===== src/rtl/mem_access_unit_if.sv =====
// Bundle of CPU-side request/response and word-memory signals for mem_access_unit.
// The unit itself takes the slave view; the environment (CPU + memory) takes the master view.
interface mem_access_unit_if;
    logic        req;
    logic        we;
    logic [1:0]  size;
    logic        sign_ext;
    logic [17:0] addr;
    logic [31:0] wdata;
    logic        ready;
    logic        done;
    logic        err;
    logic [31:0] rdata;
    logic [17:0] mem_address;
    logic [31:0] mem_write_data;
    logic        memRead;
    logic        memWrite;
    logic [31:0] mem_read_data;

    modport slave (
        input  req, we, size, sign_ext, addr, wdata, mem_read_data,
        output ready, done, err, rdata, mem_address, mem_write_data, memRead, memWrite
    );

    modport master (
        output req, we, size, sign_ext, addr, wdata, mem_read_data,
        input  ready, done, err, rdata, mem_address, mem_write_data, memRead, memWrite
    );
endinterface


===== src/rtl/mem_access_unit.sv =====
// Byte/halfword/word load-store initiator on a word-addressed, big-endian memory.
// Sub-word stores are read-modify-write; all outputs are registered Moore outputs.
module mem_access_unit #(
    parameter int MEM_LATENCY = 1
) (
    input  logic             clk,
    input  logic             reset,
    mem_access_unit_if.slave bus
);
    typedef enum logic [1:0] {
        S_IDLE,
        S_RD,
        S_WR,
        S_DONE
    } state_t;

    localparam logic [3:0] LAST_CNT = 4'(MEM_LATENCY - 1);

    state_t      state_q;
    logic [3:0]  cnt_q;
    logic        we_q;
    logic [1:0]  size_q;
    logic        sign_ext_q;
    logic [17:0] addr_q;
    logic [31:0] wdata_q;
    logic        ready_q;
    logic        done_q;
    logic        err_q;
    logic [31:0] rdata_q;
    logic [17:0] mem_addr_q;
    logic [31:0] mem_wdata_q;
    logic        mem_read_q;
    logic        mem_write_q;

    logic        misaligned_d;
    logic        needs_read_d;
    logic [7:0]  lane_byte_d;
    logic [15:0] lane_half_d;
    logic [31:0] load_word_d;
    logic [31:0] merge_word_d;

    // NOTE: every always_comb output gets a default first so no path can infer a latch.
    always_comb begin
        misaligned_d = 1'b0;
        if (bus.size == 2'b01)
            misaligned_d = bus.addr[0];
        else if (bus.size[1])
            misaligned_d = |bus.addr[1:0];
        // Loads and sub-word stores both need the current word first.
        needs_read_d = ~bus.we | ~bus.size[1];
    end

    always_comb begin
        lane_byte_d = 8'h00;
        case (addr_q[1:0])
            2'd0:    lane_byte_d = bus.mem_read_data[31:24];
            2'd1:    lane_byte_d = bus.mem_read_data[23:16];
            2'd2:    lane_byte_d = bus.mem_read_data[15:8];
            default: lane_byte_d = bus.mem_read_data[7:0];
        endcase
        lane_half_d = addr_q[1] ? bus.mem_read_data[15:0] : bus.mem_read_data[31:16];

        case (size_q)
            2'b00:   load_word_d = {{24{sign_ext_q & lane_byte_d[7]}}, lane_byte_d};
            2'b01:   load_word_d = {{16{sign_ext_q & lane_half_d[15]}}, lane_half_d};
            default: load_word_d = bus.mem_read_data;
        endcase

        merge_word_d = bus.mem_read_data;
        case (size_q)
            2'b00: begin
                case (addr_q[1:0])
                    2'd0:    merge_word_d[31:24] = wdata_q[7:0];
                    2'd1:    merge_word_d[23:16] = wdata_q[7:0];
                    2'd2:    merge_word_d[15:8]  = wdata_q[7:0];
                    default: merge_word_d[7:0]   = wdata_q[7:0];
                endcase
            end
            2'b01: begin
                if (addr_q[1])
                    merge_word_d[15:0] = wdata_q[15:0];
                else
                    merge_word_d[31:16] = wdata_q[15:0];
            end
            default: merge_word_d = wdata_q;
        endcase
    end

    // NOTE: sequential state uses non-blocking assignments only, so every register
    // samples the pre-edge value of every other register.
    always_ff @(posedge clk or posedge reset) begin
        if (reset) begin
            state_q     <= S_IDLE;
            cnt_q       <= 4'd0;
            we_q        <= 1'b0;
            size_q      <= 2'b00;
            sign_ext_q  <= 1'b0;
            addr_q      <= 18'd0;
            wdata_q     <= 32'd0;
            ready_q     <= 1'b1;
            done_q      <= 1'b0;
            err_q       <= 1'b0;
            rdata_q     <= 32'd0;
            mem_addr_q  <= 18'd0;
            mem_wdata_q <= 32'd0;
            mem_read_q  <= 1'b0;
            mem_write_q <= 1'b0;
        end else begin
            case (state_q)
                S_IDLE: begin
                    if (bus.req) begin
                        we_q       <= bus.we;
                        size_q     <= bus.size;
                        sign_ext_q <= bus.sign_ext;
                        addr_q     <= bus.addr;
                        wdata_q    <= bus.wdata;
                        ready_q    <= 1'b0;
                        cnt_q      <= 4'd0;
                        if (misaligned_d) begin
                            err_q   <= 1'b1;
                            done_q  <= 1'b1;
                            state_q <= S_DONE;
                        end else begin
                            mem_addr_q <= {bus.addr[17:2], 2'b00};
                            if (needs_read_d) begin
                                mem_read_q <= 1'b1;
                                state_q    <= S_RD;
                            end else begin
                                mem_write_q <= 1'b1;
                                mem_wdata_q <= bus.wdata;
                                state_q     <= S_WR;
                            end
                        end
                    end
                end
                S_RD: begin
                    if (cnt_q == LAST_CNT) begin
                        cnt_q      <= 4'd0;
                        mem_read_q <= 1'b0;
                        if (we_q) begin
                            mem_write_q <= 1'b1;
                            mem_wdata_q <= merge_word_d;
                            state_q     <= S_WR;
                        end else begin
                            rdata_q <= load_word_d;
                            done_q  <= 1'b1;
                            state_q <= S_DONE;
                        end
                    end else begin
                        cnt_q <= cnt_q + 4'd1;
                    end
                end
                S_WR: begin
                    if (cnt_q == LAST_CNT) begin
                        cnt_q       <= 4'd0;
                        mem_write_q <= 1'b0;
                        mem_wdata_q <= 32'd0;
                        done_q      <= 1'b1;
                        state_q     <= S_DONE;
                    end else begin
                        cnt_q <= cnt_q + 4'd1;
                    end
                end
                S_DONE: begin
                    done_q  <= 1'b0;
                    err_q   <= 1'b0;
                    ready_q <= 1'b1;
                    state_q <= S_IDLE;
                end
                default: begin
                    state_q <= S_IDLE;
                end
            endcase
        end
    end

    assign bus.ready          = ready_q;
    assign bus.done           = done_q;
    assign bus.err            = err_q;
    assign bus.rdata          = rdata_q;
    assign bus.mem_address    = mem_addr_q;
    assign bus.mem_write_data = mem_wdata_q;
    assign bus.memRead        = mem_read_q;
    assign bus.memWrite       = mem_write_q;
endmodule


===== src/flat_wrapper.sv =====
// flat-port wrapper written by rule: the top's interface ports become plain ports
module mem_access_unit_flat 
#(
    parameter int MEM_LATENCY = 1
)
  (clk, reset, bus_req, bus_we, bus_size, bus_sign_ext, bus_addr, bus_wdata, bus_mem_read_data, bus_ready, bus_done, bus_err, bus_rdata, bus_mem_address, bus_mem_write_data, bus_memRead, bus_memWrite);
  mem_access_unit_if bus_i ();
  input  logic clk;
  input  logic reset;
  input wire logic [$bits(bus_i.req)-1:0] bus_req;
  input wire logic [$bits(bus_i.we)-1:0] bus_we;
  input wire logic [$bits(bus_i.size)-1:0] bus_size;
  input wire logic [$bits(bus_i.sign_ext)-1:0] bus_sign_ext;
  input wire logic [$bits(bus_i.addr)-1:0] bus_addr;
  input wire logic [$bits(bus_i.wdata)-1:0] bus_wdata;
  input wire logic [$bits(bus_i.mem_read_data)-1:0] bus_mem_read_data;
  output wire logic [$bits(bus_i.ready)-1:0] bus_ready;
  output wire logic [$bits(bus_i.done)-1:0] bus_done;
  output wire logic [$bits(bus_i.err)-1:0] bus_err;
  output wire logic [$bits(bus_i.rdata)-1:0] bus_rdata;
  output wire logic [$bits(bus_i.mem_address)-1:0] bus_mem_address;
  output wire logic [$bits(bus_i.mem_write_data)-1:0] bus_mem_write_data;
  output wire logic [$bits(bus_i.memRead)-1:0] bus_memRead;
  output wire logic [$bits(bus_i.memWrite)-1:0] bus_memWrite;
  assign bus_i.req = bus_req;
  assign bus_i.we = bus_we;
  assign bus_i.size = bus_size;
  assign bus_i.sign_ext = bus_sign_ext;
  assign bus_i.addr = bus_addr;
  assign bus_i.wdata = bus_wdata;
  assign bus_i.mem_read_data = bus_mem_read_data;
  assign bus_ready = bus_i.ready;
  assign bus_done = bus_i.done;
  assign bus_err = bus_i.err;
  assign bus_rdata = bus_i.rdata;
  assign bus_mem_address = bus_i.mem_address;
  assign bus_mem_write_data = bus_i.mem_write_data;
  assign bus_memRead = bus_i.memRead;
  assign bus_memWrite = bus_i.memWrite;
  mem_access_unit #(.MEM_LATENCY(MEM_LATENCY)) u_core (.clk(clk), .reset(reset), .bus(bus_i));
endmodule

===== config.mk =====
export PLATFORM = sky130hd
export DESIGN_NAME = mem_access_unit_flat
export DESIGN_NICKNAME = d
export VERILOG_FILES = /design/src/rtl/mem_access_unit_if.sv /design/src/rtl/mem_access_unit.sv /design/src/flat_wrapper.sv
export SDC_FILE = /design/constraint.sdc
export NUM_CORES = 1
export LEC_CHECK = 0
export ABC_AREA = 1
export CORE_AREA = 2 2 131 133
export CTS_CLUSTER_DIAMETER = 50
export DETAILED_ROUTE_END_ITERATION = 6
export DIE_AREA = 0 0 133 135
export PLACE_DENSITY = 0.77
export SKIP_LAST_GASP = 1
export SYNTH_ARGS = -nofsm -noshare
export SYNTH_HDL_FRONTEND = slang
export SYNTH_SLANG_ARGS = --single-unit

===== constraint.sdc =====
create_clock -name clk -period 4.1 [get_ports clk]
set_clock_uncertainty 0.2 [all_clocks]
set_input_delay 0.615 -clock clk [delete_from_list [all_inputs] [get_ports clk]]
set_output_delay 0.615 -clock clk [all_outputs]
set_load 0.005 [all_outputs]

==> results of run 1 <==
==> per-stage QoR <==
stage | cell area, sq um | worst slack (ns) | hold slack, ns | power [mW] | instances
6_report | 9870 | 1.29 | 0.279 | 8.32 | 1451
5_1_grt | 9870 | 1.08 | 0.303 | 9.03 | 1451
4_1_cts | 9870 | 1.37 | 0.283 | 8.32 | 1451
3_5_place_dp | 9240 | 1.33 | 0.269 | 6.64 | 1419
3_3_place_gp | 9240 | 1.40 | 0.265 | 6.56 | 1419
2_1_floorplan | 7510 | 1.69 | 0.253 | 5.14 | 1077
==> cells by family after synthesis <==
kind of cell,after synthesis,share of synthesized area (%)
AND/OR/NAND/NOR,599,33.2
adder cells (fa/ha/maj),7,1.17
AO/OA/AOI/OAI,156,11.4
other,1,0.0500
flip-flops,129,43.1
multiplexers,2,0.267
XOR/XNOR,2,0.234
buffers and inverters,180,10.7
==> flip-flops by register name, indices dropped and copies added, names as in the netlist <==
signal / flops
u_core.addr_q: 2
u_core.bus.done: 1
u_core.bus.err: 1
u_core.bus.memRead: 1
u_core.bus.memWrite: 1
u_core.bus.mem_address: 16
u_core.bus.mem_write_data: 32
u_core.bus.rdata: 32
u_core.bus.ready: 1
u_core.cnt_q: 4
u_core.sign_ext_q: 1
u_core.size_q: 2
u_core.state_q: 2
u_core.wdata_q: 32
u_core.we_q: 1
==> critical path, cell delays in order, from the launching register on <==
cell and delay, ns:
dfrtp_1 0.35, buf_4 0.28, inv_1 0.79, nand2_2 0.46
nand3_1 0.21, nand2_1 0.06, o21ai_0 0.20, nand2_1 0.08
nand2_1 0.10
==> cells in the mapped netlist, types with 2 or more instances <==
cell type and instances:
nor2_2 3, nor2_4 5, clkbuf_1 23, nand2_4 2
o21ai_1 2, ha_1 7, buf_4 8, xor2_1 2
a21oi_1 57, nand3_2 2, nand4_1 2, o22ai_1 2
nand3_1 81, buf_2 16, or2_2 16, buf_1 2
o221ai_1 6, buf_6 10, dfrtp_1 128, nand2_2 4
nand2_1 406, nor2_1 75, inv_1 119, a21boi_0 6
a21oi_2 4, o21ai_0 75, mux2i_1 2
==> final cells by class <==
class                   count  area, sq um  area share (%)
well taps                 220          275            2.79
inverters                 121          458            4.64
flip-flops and latches    129         3230            32.7
repair buffers            181         1800            18.3
clock buffers              19          443            4.49
clock inverters            13          184            1.86
multi-input cells         768         3470            35.2
==> per-layer routing <==
| metal | global-route usage (%) | wire [um] | part of all wire (%) |
|---|---|---|---|
| met3 | 8.03 | 2380 | 10 |
| met2 | 41.1 | 10500 | 45 |
| met5 | 0 | 0 | 0 |
| met4 | 10.0 | 679 | 2.9 |
| met1 | 35.1 | 9630 | 42 |
==> power by group <==
group | switching (mW) | total (mW) | internal [mW]
clock | 0.584 | 1.62 | 1.03
sequential | 0.465 | 2.37 | 1.90
combinational | 2.51 | 4.33 | 1.82
==> layout by cell type, fill, tap and decap left out, types with 3 or more instances in the layout <==
master             n
nand2_1          406
or2_2             16
inv_1            118
bufinv_16          4
clkdlybuf4s50_1  173
clkinv_2           3
nand3_1           81
o221ai_1           6
nor2_4             5
a21oi_2            4
a21oi_1           57
ha_1               7
dfrtp_1          127
clkinvlp_4         4
clkbuf_16         17
nand2_2            4
buf_4              7
nor2_2             3
o21ai_0           75
a21boi_0           6
nor2_1            75
==> worst max path at each step <==
| stage | start | to |
|---|---|---|
| floorplan | reset | u_core.addr_q[0] |
| global placement | bus_addr[0] | u_core.bus.mem_write_data[11] |
| detailed placement | bus_req | u_core.bus.mem_write_data[21] |
| CTS | u_core.size_q[1] | u_core.bus.mem_write_data[0] |
| global route | u_core.size_q[1] | u_core.bus.mem_write_data[0] |
| finish | u_core.addr_q[1] | u_core.bus.mem_write_data[0] |
==> out/results.txt, run 1 <==
Status: completed
Final worst-path cycle share: 68.5%
Setup Buffers After CTS: 0
Die width: 133 um
Largest net degree at the start of global routing: 130
CP max FO: 47
Via count: 7602
N_diodes: 0
Seq/Total Area, Yosys: 43.1%
Clock root cell: clkbuf_16
Vias/cell: 5.24
Final Wtd Congestion: 0.910
Hold Buf Count CTS: 0
Clock slew at reported path FFs: 0.06 ns
First-pass GRT wire length: 37300 um
Clk buf depth: 2
Utilization after layout: 60.1%
Cell row count: 47
Worst Hold Depth: 2
Slew margin rel.: 24.0%
TNS Setup: 0 ns
Crit path time final: 2.81 ns
Detailed Routing Iterations Pass 1: 5
Worst-Skew Late Latency: 0.42 ns
Drt wl/cell: 16.0 um
Layout cells sized above 1: 6.58%
Fillers: 1449
WS Path Type: reg2reg
Crit. End Element: flop
Vias in the first global route: 7275
Largest cells by area after synthesis: dfrtp_1 (43%), nand2_1 (20%), inv_1 (6.0%), nand3_1 (5.4%), o21ai_0 (5.0%)
Final Slew Violations: 0
Post-DRT Antenna Nets: 0
Worst vdd ir: 0.430 mV
Yosys reg bits: 129
HPWL after detailed placement: 16200 um
Area share of the largest cell type after synthesis: 42.7%
Ys Warns: 0
Post-synthesis cell area: 0.00750 sq mm
EDFF count, synth: 0
Worst-margin pin slew: 1.14 ns
NumNets Final: 1314
Yosys top cell by area: dfrtp_1
Top_reg_cell synth: dfrtp_1
Initial DRC Count: 948
Critical R2R Launch: u_core.addr_q[1]
Core area: 0.0164 sq mm
Fin. Hold Viols: 0
Syn Inst Count: 1076
Area delta synth->final: 31.6%
Resized cells post-CTS: 0
Initial antenna violation count: 0
Worst setup SP type: flop
DRC errors left: 0
Die Area: 0.0180 sq mm
Power per cell area: 843 mW/mm^2
Starting density of the core: 45.7%
HP Start: u_core.bus.rdata[4]
Critical path arrival: 2.97 ns
GRT overflow: 0
Worst min-delay path endpoint: u_core.bus.rdata[4]
FFs w/ async S/R, synth: 100%
Flop2flop setup slack: 1.29 ns
I/O pin cnt: 176
Count of different cell masters after synthesis: 38
Die Y: 135 um
Port Buf Inserts: 173
Unrepaired setup endpoints after global routing: no
Max Freq: 356 MHz
Final WL: 23200 um
Tightest Hold Check Type: reg2reg
TritonCTS clock tree: done
GRT Overall Usage: 26.5%
Reg2Reg Depth: 8
Htree depth: 4
CTS buffer count: 17
Critical path required time: 4.25 ns
Final setup vio count: 0
Clock sink count: 129
Syn avg cell area: 6.97 sq um
Max Cap Viol: 0
Leak pwr: 4.95 nW
R2r endpoint: u_core.bus.mem_write_data[0]
Power figures use the tool's default switching activity.
==> inputs of run 2 (changes only) <==
--- a/config.mk
+++ b/config.mk
@@ -6,11 +6,11 @@
 export NUM_CORES = 1
 export LEC_CHECK = 0
 export ABC_AREA = 1
-export CORE_AREA = 2 2 131 133
+export CORE_AREA = 2 2 125 127
 export CTS_CLUSTER_DIAMETER = 50
 export DETAILED_ROUTE_END_ITERATION = 6
-export DIE_AREA = 0 0 133 135
-export PLACE_DENSITY = 0.77
+export DIE_AREA = 0 0 127 129
+export PLACE_DENSITY = 0.8
 export SKIP_LAST_GASP = 1
 export SYNTH_ARGS = -nofsm -noshare
 export SYNTH_HDL_FRONTEND = slang
==> constraint.sdc (replaced) <==
create_clock -name clk -period 2.6 [get_ports clk]
set_clock_uncertainty 0.2 [all_clocks]
set_input_delay 0.39 -clock clk [delete_from_list [all_inputs] [get_ports clk]]
set_output_delay 0.39 -clock clk [all_outputs]
set_load 0.005 [all_outputs]
==> out/results.txt, run 2 (synthesized netlist as in run 1, its figures left out) <==
Power per cell area: 1330 mW/mm^2
Fin. Hold Viols: 0
Worst setup SP type: flop
N_diodes: 0
First-pass GRT wire length: 35300 um
Die Y: 129 um
Resized cells post-CTS: 0
CP max FO: 14
Hold slack: 0.264 ns
Starting density of the core: 50.1%
Final WL: 22200 um
Final setup vio count: 0
Vias/cell: 5.27
Comb power frac: 53.6%
Total power: 13.2 mW
Clock slew at reported path FFs: 0.06 ns
Worst vdd ir: 0.646 mV
TritonCTS clock tree: done
Status: complete, but fails checks
Clk buf depth: 2
WS Path Type: reg2reg
Cell row count: 45
Die width: 127 um
Vias in the first global route: 7076
NumNets Final: 1327
Utilization after layout: 66.2%
Most frequent cells in the layout: nand2_1 (406), clkdlybuf4s50_1 (173), dfrtp_1 (127)
Crit path time final: 2.19 ns
Setup Buffers After CTS: 0
Clock sink count: 129
I/O pin cnt: 176
Leak pwr: 5.02 nW
Htree depth: 4
Final Wtd Congestion: 0.966
Slew margin rel.: 62.9%
Post-route cell area: 0.00992 sq mm
Die Area: 0.0164 sq mm
Area after DPL: 0.00931 sq mm
Fillers: 1262
Area delta synth->final: 32.3%
Final Slew Violations: 0
Via count: 7525
Final worst-path cycle share: 84.2%
Core area: 0.0150 sq mm
GRT Overall Usage: 27.7%
Initial DRC Count: 768
Psw: 5.55 mW
Reg power frac: 27.5%
Worst-Skew Late Latency: 0.43 ns
Initial antenna violation count: 0
Most common cell after layout, fill and taps aside: nand2_1
Crit. End Element: flop
Detailed Routing Iterations Pass 1: 7
Hold Buf Count CTS: 0
Critical path required time: 2.75 ns
Unrepaired setup endpoints after global routing: no
Largest net degree at the start of global routing: 93
Layout cells sized above 1: 7.17%
Tightest Hold Check Type: in2async
GRT overflow: 0
Max Cap Viol: 0
Post-DRT Antenna Nets: 0
Clock power frac: 18.9%
Sw Share: 42.0%
Worst-margin pin slew: 0.551 ns
CTS buffer count: 17
Port Buf Inserts: 173
Clock root cell: clkbuf_16
TNS Setup: 0 ns
Failing checks: DRC
DRC errors left: 1
Critical path arrival: 2.34 ns
Int Pwr: 7.66 mW
HPWL after detailed placement: 15800 um
Drt wl/cell: 15.5 um
Max Freq: 457 MHz
## run 2: worst paths after layout
check	from	endpoint	slack [ns]	depth (start not counted)
worst min register to register	u_core.bus.mem_write_data[11]	u_core.bus.mem_write_data[11]	0.28	2
min in group clk	u_core.bus.mem_write_data[11]	u_core.bus.mem_write_data[11]	0.28	2
worst max-delay path	u_core.addr_q[1]	u_core.bus.mem_write_data[30]	0.41	8
max in group asynchronous	reset	u_core.bus.mem_write_data[14]	1.54	3
worst min-delay path	reset	u_core.bus.rdata[3]	0.26	3
worst max register to register	u_core.addr_q[1]	u_core.bus.mem_write_data[30]	0.41	8
## run 2: worst max-delay path: stages, from the launching register on
cell and delay [ns]:
dfrtp_1 0.51, inv_1 0.38, buf_4 0.28, nand2_1 0.22, nand2_1 0.11, nand3_1 0.10, nand3_1 0.09, nand2_1 0.07
a21oi_1 0.15
## run 2: routing by layer
layer / wire, um / track usage (%)
met2: 10000 / 44.1
met5: 0 / 0
met3: 2090 / 7.73
met1: 9310 / 35.8
met4: 811 / 11.5
## run 2: power by group through the flow
| stage | combinational, mW | clock, mW | sequential [mW] |
|---|---|---|---|
| floorplan | 4.57 | 0 | 3.53 |
| global placement | 6.82 | 0 | 3.63 |
| detailed placement | 6.95 | 0 | 3.64 |
| CTS | 7.05 | 2.51 | 3.62 |
| global route | 7.92 | 2.60 | 3.74 |
| finish | 7.08 | 2.50 | 3.63 |
## run 2: cell type report
type                    instances  area (sq um)  share of cell area, %
flip-flops and latches        129          3230                   32.6
repair buffers                194          1910                   19.3
multi-input cells             768          3470                   35.0
well taps                     188           235                   2.37
clock buffers                  23           478                   4.82
inverters                     121           458                   4.62
clock inverters                 6           130                   1.31
## run 2: metrics by stage
stage | std cells | worst slack, ns
floorplan | 1077 | 0.416
global placement | 1400 | 0.409
detailed placement | 1400 | 0.338
CTS | 1429 | 0.427
global route | 1429 | 0.246
finish | 1429 | 0.411
